File: src/rtl/inst_encoder.sv
// inst_encoder: packs symbolic LEGv8-subset instructions into 32-bit machine words
// and writes them sequentially into instruction memory.
module inst_encoder #(
    parameter int ADDR_W    = 8,
    parameter int BASE_ADDR = 0,
    parameter int MAX_WORDS = 64
) (
    input  logic              i_clk,
    input  logic              i_rst_n,
    input  logic              i_start,
    input  logic              i_in_valid,
    output logic              o_in_ready,
    input  logic [3:0]        i_op_sel,
    input  logic [4:0]        i_rd,
    input  logic [4:0]        i_rn,
    input  logic [4:0]        i_rm,
    input  logic [5:0]        i_shamt,
    input  logic [25:0]       i_imm,
    input  logic              i_in_last,
    output logic              o_mem_we,
    output logic [ADDR_W-1:0] o_mem_addr,
    output logic [31:0]       o_mem_wdata,
    input  logic              i_mem_ready,
    output logic              o_err,
    output logic              o_done,
    output logic              o_full,
    output logic [6:0]        o_count
);
    typedef enum logic [2:0] {S_IDLE, S_ACCEPT, S_WRITE, S_DONE, S_FULL} state_t;
    state_t            r_state, w_next;
    logic [ADDR_W-1:0] r_addr;
    logic [31:0]       r_wdata, w_word;
    logic [6:0]        r_count;
    logic              r_err, r_last, w_illegal, w_hs, w_wr_done, w_restart;
    always_comb begin
        w_word    = '0;
        w_illegal = 1'b0;
        case (i_op_sel)
            4'd0: begin
                w_word    = {10'b1001000100, i_imm[11:0], i_rn, i_rd};
                w_illegal = |i_imm[25:12];
            end
            4'd1: w_word = {11'b10101011000, i_rm, 6'd0, i_rn, i_rd};
            4'd2: w_word = {11'b11101011000, i_rm, 6'd0, i_rn, i_rd};
            4'd3: w_word = {11'b11010011011, 5'd0, i_shamt, i_rn, i_rd};
            4'd4: w_word = {11'b11010011010, 5'd0, i_shamt, i_rn, i_rd};
            4'd5: w_word = {11'b10011011000, i_rm, 6'b011111, i_rn, i_rd};
            4'd6, 4'd7: begin
                w_word    = {(i_op_sel[0] ? 11'b11111000000 : 11'b11111000010), i_imm[8:0], 2'b00, i_rn, i_rd};
                w_illegal = i_imm[25:8] != {18{i_imm[8]}};
            end
            4'd8: w_word = {6'b000101, i_imm};
            4'd9: begin
                w_word    = {8'b01010100, i_imm[18:0], 5'b01011};
                w_illegal = i_imm[25:18] != {8{i_imm[18]}};
            end
            4'd10: begin
                w_word    = {8'b10110100, i_imm[18:0], i_rd};
                w_illegal = i_imm[25:18] != {8{i_imm[18]}};
            end
            default: w_illegal = 1'b1;
        endcase
    end
    // start is ignored only while a write is outstanding
    assign w_restart = i_start && r_state != S_WRITE;
    assign w_hs      = r_state == S_ACCEPT && i_in_valid && !i_start;
    assign w_wr_done = r_state == S_WRITE && i_mem_ready;
    always_comb begin
        w_next = r_state;
        if (w_restart)
            w_next = S_ACCEPT;
        else if (w_hs && !w_illegal)
            w_next = S_WRITE;
        else if (w_wr_done)
            w_next = r_last ? S_DONE : (r_count + 7'd1 == 7'(MAX_WORDS)) ? S_FULL : S_ACCEPT;
    end
    always_ff @(posedge i_clk or negedge i_rst_n) begin
        if (!i_rst_n) begin
            r_state <= S_IDLE;
            r_addr  <= ADDR_W'(BASE_ADDR);
            r_wdata <= '0;
            r_count <= '0;
            r_err   <= 1'b0;
            r_last  <= 1'b0;
        end else begin
            r_state <= w_next;
            r_err   <= w_hs && w_illegal;
            if (w_restart) begin
                r_addr  <= ADDR_W'(BASE_ADDR);
                r_count <= '0;
            end else if (w_hs && !w_illegal) begin
                r_wdata <= w_word;
                r_last  <= i_in_last;
            end else if (w_wr_done) begin
                r_count <= r_count + 7'd1;
                r_addr  <= r_addr + ADDR_W'(4);
            end
        end
    end
    assign o_in_ready  = r_state == S_ACCEPT;
    assign o_mem_we    = r_state == S_WRITE;
    assign o_done      = r_state == S_DONE;
    assign o_full      = r_state == S_FULL;
    assign o_mem_addr  = r_addr;
    assign o_mem_wdata = r_wdata;
    assign o_count     = r_count;
    assign o_err       = r_err;
endmodule

File: config.mk
export PLATFORM = sky130hd
export DESIGN_NAME = inst_encoder
export DESIGN_NICKNAME = d
export VERILOG_FILES = /design/src/rtl/inst_encoder.sv
export SDC_FILE = /design/constraint.sdc
export NUM_CORES = 1
export LEC_CHECK = 0
export ABC_AREA = 1
export ABC_CLOCK_PERIOD_IN_PS = 1400
export CAP_MARGIN = 5
export CORE_MARGIN = 2
export CORE_UTILIZATION = 41
export CTS_BUF_LIST = sky130_fd_sc_hd__clkbuf_16
export CTS_CLUSTER_SIZE = 25
export DETAILED_ROUTE_END_ITERATION = 10
export GPL_ROUTABILITY_DRIVEN = 0
export HOLD_SLACK_MARGIN = 0.08
export PLACE_DENSITY = 0.74
export SETUP_SLACK_MARGIN = 0.4
export SYNTH_ARGS = -nofsm -noshare
export SYNTH_HDL_FRONTEND = slang
export SYNTH_SLANG_ARGS = --single-unit
export TNS_END_PERCENT = 10
File: constraint.sdc
create_clock -name i_clk -period 1.4 [get_ports i_clk]
set_input_delay 0.21 -clock i_clk [delete_from_list [all_inputs] [get_ports i_clk]]
set_output_delay 0.21 -clock i_clk [all_outputs]
set_load 0.01 [all_outputs]
==> Word level (Yosys, flattened, before mapping) <==
Cells that the tools add are included.
{ "op_classes": {"add_sub_neg": 2, "n_reduce_logical": 17, "bitwise": 1, "eq_ne": 19, "muxes": 14} }
{ "ops": {"columns": ["op", "count"], "rows": [
  ["32-bit case mux with 10 select lines", 1],
  ["8-bit 2-to-1 mux", 3],
  ["7-bit 2-to-1 mux", 3],
  ["17-bit inequality test", 1],
  ["4-bit by 3-bit equality test with 1-bit output (second input constant)", 4],
  ["3-bit 2-to-1 mux", 5],
  ["14-bit OR reduction", 1],
  ["4-bit equality test (second input constant)", 3],
  ["8-bit by 3-bit adder with 8-bit output (second input constant)", 1],
  ["4-bit by 2-bit equality test with 1-bit output (second input constant)", 2],
  ["7-bit by 1-bit adder with 7-bit output (second input constant)", 1],
  ["7-bit equality test (second input constant)", 1],
  ["7-bit inequality test", 1],
  ["3-bit by 2-bit equality test with 1-bit output (second input constant)", 2],
  ["1-bit logical AND", 6],
  ["6-bit OR reduction", 1],
  ["4-bit by 1-bit equality test with 1-bit output (second input constant)", 1],
  ["4-bit logical NOT", 1],
  ["1-bit case mux with 4 select lines", 1],
  ["2-bit AND reduction", 2],
  ["2-bit OR reduction", 2],
  ["3-bit by 1-bit equality test with 1-bit output (second input constant)", 1],
  ["3-bit equality test (second input constant)", 1],
  ["3-bit by 2-bit inequality test with 1-bit output (second input constant)", 1],
  ["other kinds (6)", 7]
]} }
{ "word_totals": {"inputBits": 57, "regBits": 52, "out_inout_bits": 52, "word_cells": 59} }

==> Longest topological paths before layout <==
Gate-level depths: netlist (run 1).
{ "depth": {"ltp_word": 7, "depth_mapped": 13, "ltp_nobuf": 12} }

==> Worst setup path after synthesis (run 1) <==
OpenSTA, ideal clock, no wires.
{ "synth_timing": {"kind": "register to register", "startpoint": "reg r_count[0], in the netlist o_count[0]", "endpoint": "reg r_state[0]", "arrival_time_ns": 1.438, "setup_ns": 0.121, "path_buffers": 0, "path_stages_with_launch": 10, "synth_period_minus_slack_ns": 1.559, "path_slack_ns": -0.159, "cell_sequence": "dfrtp_1 > ha_1 > nand2_1 > nor2_1 > xor2_1 > nand3_1 > nor2_1 > a21oi_1 > a21oi_1 > nand2_1"} }
{ "synth_between": {"elab_chain_cells": 7} }
{ "synth_rtl": {"columns": ["element", "line_no", "source"], "rows": [
  ["start: declaration", "33", "logic [6:0] r_count;"],
  ["start signal: assignment", "95", "r_count <= r_count + 7'd1;"],
  ["7-bit by 1-bit adder with 7-bit output", "75", "w_next = r_last ? S_DONE : (r_count + 7'd1 == 7'(MAX_WORDS)) ? S_FULL : S_ACCEPT;"],
  ["7-bit equality test", "75", null],
  ["3-bit 2-to-1 mux (2 in a row)", "75", null],
  ["3-bit 2-to-1 mux", "74", "else if (w_wr_done)"],
  ["3-bit 2-to-1 mux", "72", "else if (w_hs && !w_illegal)"],
  ["3-bit 2-to-1 mux", "70", "if (w_restart)"],
  ["end signal: assignment", "86", "r_state <= w_next;"],
  ["end: declaration", "30", "state_t r_state, w_next;"]
]} }
Every way passes these cells. The select of a mux whose other input is x is not followed.
A chain may end at the register's enable or synchronous reset.

==> Worst setup path in the final report (run 1) <==
{ "layout_timing": {"startpoint": "in i_imm[17]", "endpoint": "reg r_wdata[10], in the netlist o_mem_wdata[10]"} }
{ "layout_between": {"elab_chain_cells": 5, "word_cells_on_any_way": 6, "classes_between": "1 x eq/ne; 1 x mux; 4 x reduce/logical"} }
{ "layout_rtl": {"columns": ["element", "line_no", "source"], "rows": [
  ["start: declaration", "18", "input logic [25:0] i_imm,"],
  ["17-bit inequality test or 14-bit OR reduction (tied branches)", "50, 41", null],
  ["1-bit case mux with 4 select lines *", "38", "case (i_op_sel)"],
  ["1-bit logical NOT *", "91", "end else if (w_hs && !w_illegal) begin"],
  ["1-bit logical AND *", "91", null],
  ["2-bit AND reduction (no source line) *", null, null],
  ["end signal: assignment", "92", "r_wdata <= w_word;"],
  ["end: declaration", "32", "logic [31:0] r_wdata, w_word;"]
]} }
Mark *: on every way between the ends. The rest lies on a longest branch, timed or not.

==> results.cfg, run 1 <==
[status]
status = finished, violations left
violations = negative setup slack

[timing]
worst_pin_slew_ns = 0.471
skew_ns = 0.00538
post-route-min-period_ns = 1.66
setup_viol = 51
timing.slew.headroom_pct = 67.8
period_share_pct = 118
report.final.slew_viol_count = 0
rsz0062_at_grt = yes
fin_ws_ns = -0.256
finalHoldViolCount = 0
fmax_mhz = 604
setup_tns_ns = -8.00
whs_ns = 0.300

[global_route]
grt_pass1_vias = 3788
grt_pass1_wl_mm = 18.2
grt_max_degree = 51
antenna_found_initial = 0
grt_use_total_pct = 27.3
overflow = 0

[cells_and_area]
final_nets = 702
antennaDiodeCount = 0
syn_to_final_growth_pct = 81.2
drive_gt1_share_pct = 39.6
finish.utilization_pct = 77.4

[cts]
cts_htree_levels = 2
cts_buffers = 5
cts-root-buf = clkbuf_16
cts_tree = yes
clkSinkCount = 50
clockBufferDepth = 2
clk_latency_ns = 0.29
clk_pin_slew_ns = 0.06

[job]
cap_violations = 0

[synth]
synth_area_um2 = 3120
synthAdderAreaFrac_pct = 1.61
synthMuxAreaShare_pct = 0
synthTopCellsByArea = dfrtp_1, nand2_1, inv_1, nor2_1, o21ai_0
yosysWarnings = 0
synth-compound-area-share_pct = 20.9
yosysMostFrequentCell = nand2_1
synth-main-ff-cell = dfrtp_1
synth_top_cell_area_share_pct = 40.2
synth_edf_count = 0
async_reset_ff_share_pct = 100
synth_common_cells = nand2_1, inv_1, nor2_1
synth_top_family_by_area = simple AND/OR/NAND/NOR gates
ys_ff_latch = 50
ys_seq_area_share_pct = 40.2
synth.distinct_cells = 42
postSynthCellCount = 426
synth-simple-area-share_pct = 24.6
synth.avg_cell_area_um2 = 7.31
synth_largest_area_cell = dfrtp_1
synth_xor_area_share_pct = 2.25

[floorplanning]
initial_core_util_pct = 42.7
rows = 31
fp.dieArea_um2 = 8310
ioPinCount = 109
die_w_um = 91.2
coreArea_um2 = 7290
die_y_um = 91.2

[route]
wire_per_inst_um = 17.1
routed_via_density = 5.48
drt_iter0_markers = 397
dr.pass1.iters = 6
vias = 4059
wl_mm = 12.7
post-route-drc-count = 0
antenna_left = 0

[pwr]
leakage_nw = 2.83
power.density_nw_per_um2 = 1230
vdd_drop_max_mv = 0.610

[worst_setup_path]
cp-start-kind = input pin
critPathCaptureType = flip-flop
critPathMaxFanout = 7
required_ns = 1.56
critical_path_class = input pin to flip-flop
arrival_ns = 1.82

[placed_design]
dp_slack_ns = -0.695
io_buffer_count = 106
dp.final_hpwl_mm = 8.00

[min_path]
hold_path.class = input pin to flip-flop
==> cells in the final DEF, fill, tap and decap left out, types with 3 or more instances in the layout <==
master / n
o21ai_1: 17
nand3_2: 3
o21ai_2: 22
xor2_1: 4
buf_4: 93
dfrtp_1: 47
dfrtp_2: 3
a21oi_2: 6
o21ai_0: 18
inv_1: 45
buf_6: 12
nand2_4: 12
clkdlybuf4s15_2: 3
a211oi_1: 3
o211ai_1: 6
nand3_1: 8
buf_16: 3
o2111ai_1: 3
o22ai_1: 6
nand2_1: 73
clkbuf_16: 8
buf_2: 18
clkdlybuf4s50_1: 33
a21oi_1: 11
clkdlybuf4s15_1: 5
buf_12: 4
dlygate4sd2_1: 42
a221oi_1: 5
nor2_4: 3
inv_2: 11
nand2_2: 29
nor2_1: 42
nor2_2: 8
==> worst max-delay path, stage by stage <==
cell and delay, ns:
dlygate4sd2_1 0.28, nor2_1 0.15, nand2_1 0.10, nor2_2 0.12, nand2_2 0.09, a21oi_4 0.19, nand4_4 0.18, buf_8 0.20
buf_12 0.15, nand2_2 0.06, o21ai_1 0.09
==> power breakdown <==
group          leakage, nW  switching [W]  total [W]  internal, W
logic                 2.09        0.00155    0.00314      0.00159
clock network       0.0826       0.000533    0.00136     0.000831
registers            0.656       0.000480    0.00242      0.00194
==> kinds of logic (layout without fill, tap and decap cells) <==
| family | after synthesis | count (layout) |
|---|---|---|
| simple gates | 185 | 185 |
| compound gates | 106 | 106 |
| buf+inv | 72 | 287 |
| flops | 50 | 50 |
| xor+xnor | 8 | 8 |
| fa+ha+maj | 4 | 4 |
| other cells | 1 | 2 |
==> path summary, 6_finish.rpt <==
| kind | from | to | slack [ns] | cells after the start |
|---|---|---|---|---|
| max in group asynchronous | i_rst_n | r_state[0] | 0.72 | 3 |
| max | i_imm[17] | o_mem_wdata[10] | -0.26 | 11 |
| min | i_imm[16] | o_mem_wdata[21] | 0.30 | 3 |
| min in group asynchronous | i_rst_n | o_count[6] | 0.44 | 3 |
| min reg2reg | o_mem_wdata[22] | o_mem_wdata[22] | 0.49 | 2 |
| max reg2reg | r_state[2] | o_mem_wdata[10] | -0.25 | 10 |
==> area by class of cell <==
type,count,area (um^2)
multi-input cells,305,1890
flip-flops and latches,50,1250
clock buffers,5,125
inverters,59,231
fillers,488,1650
clock inverters,3,37.5
well taps,99,124
repair buffers,220,1990
==> registers in the layout (all words and copies together) (netlist names) <==
signal / flops
o_count: 7
o_err: 1
o_mem_addr: 6
o_mem_wdata: 32
r_last: 1
r_state: 3
==> repair_timing <==
item | CTS | global route
cloned | 3 | 3
endpoints found under the hold margin | 50 | 0
setup endpoints to repair | 100 | 100
buffers inserted | 22 | 3
resized for setup | 163 | 112
pin swaps | 23 | 11
hold buffers | 1 | 0
==> through the flow <==
| step | std cells | power, W | cell area [um^2] |
|---|---|---|---|
| floorplan | 427 | 0.00335 | 3140 |
| global placement | 701 | 0.00506 | 4880 |
| detailed placement | 701 | 0.00513 | 4880 |
| CTS | 735 | 0.00636 | 5340 |
| global route | 741 | 0.00727 | 5650 |
| finish | 741 | 0.00693 | 5650 |
==> per-layer routing <==
layer	vias up	global-route usage (%)	part of all wire [%]
met4	0	11.5	2.2
met3	29	4.15	6.6
met2	216	46.1	51
met5	-	0	0
met1	1981	35.0	40
li1	1833	-	-
(Power assumes the default switching activity.)
==> run 2, diff against run 1 <==
Settings changed: CAP_MARGIN 5 to 30, HOLD_SLACK_MARGIN 0.08 to 0.06.
==> results of run 2 <==
Same layout as run 1: the final DEF is identical, and so are final timing and power.
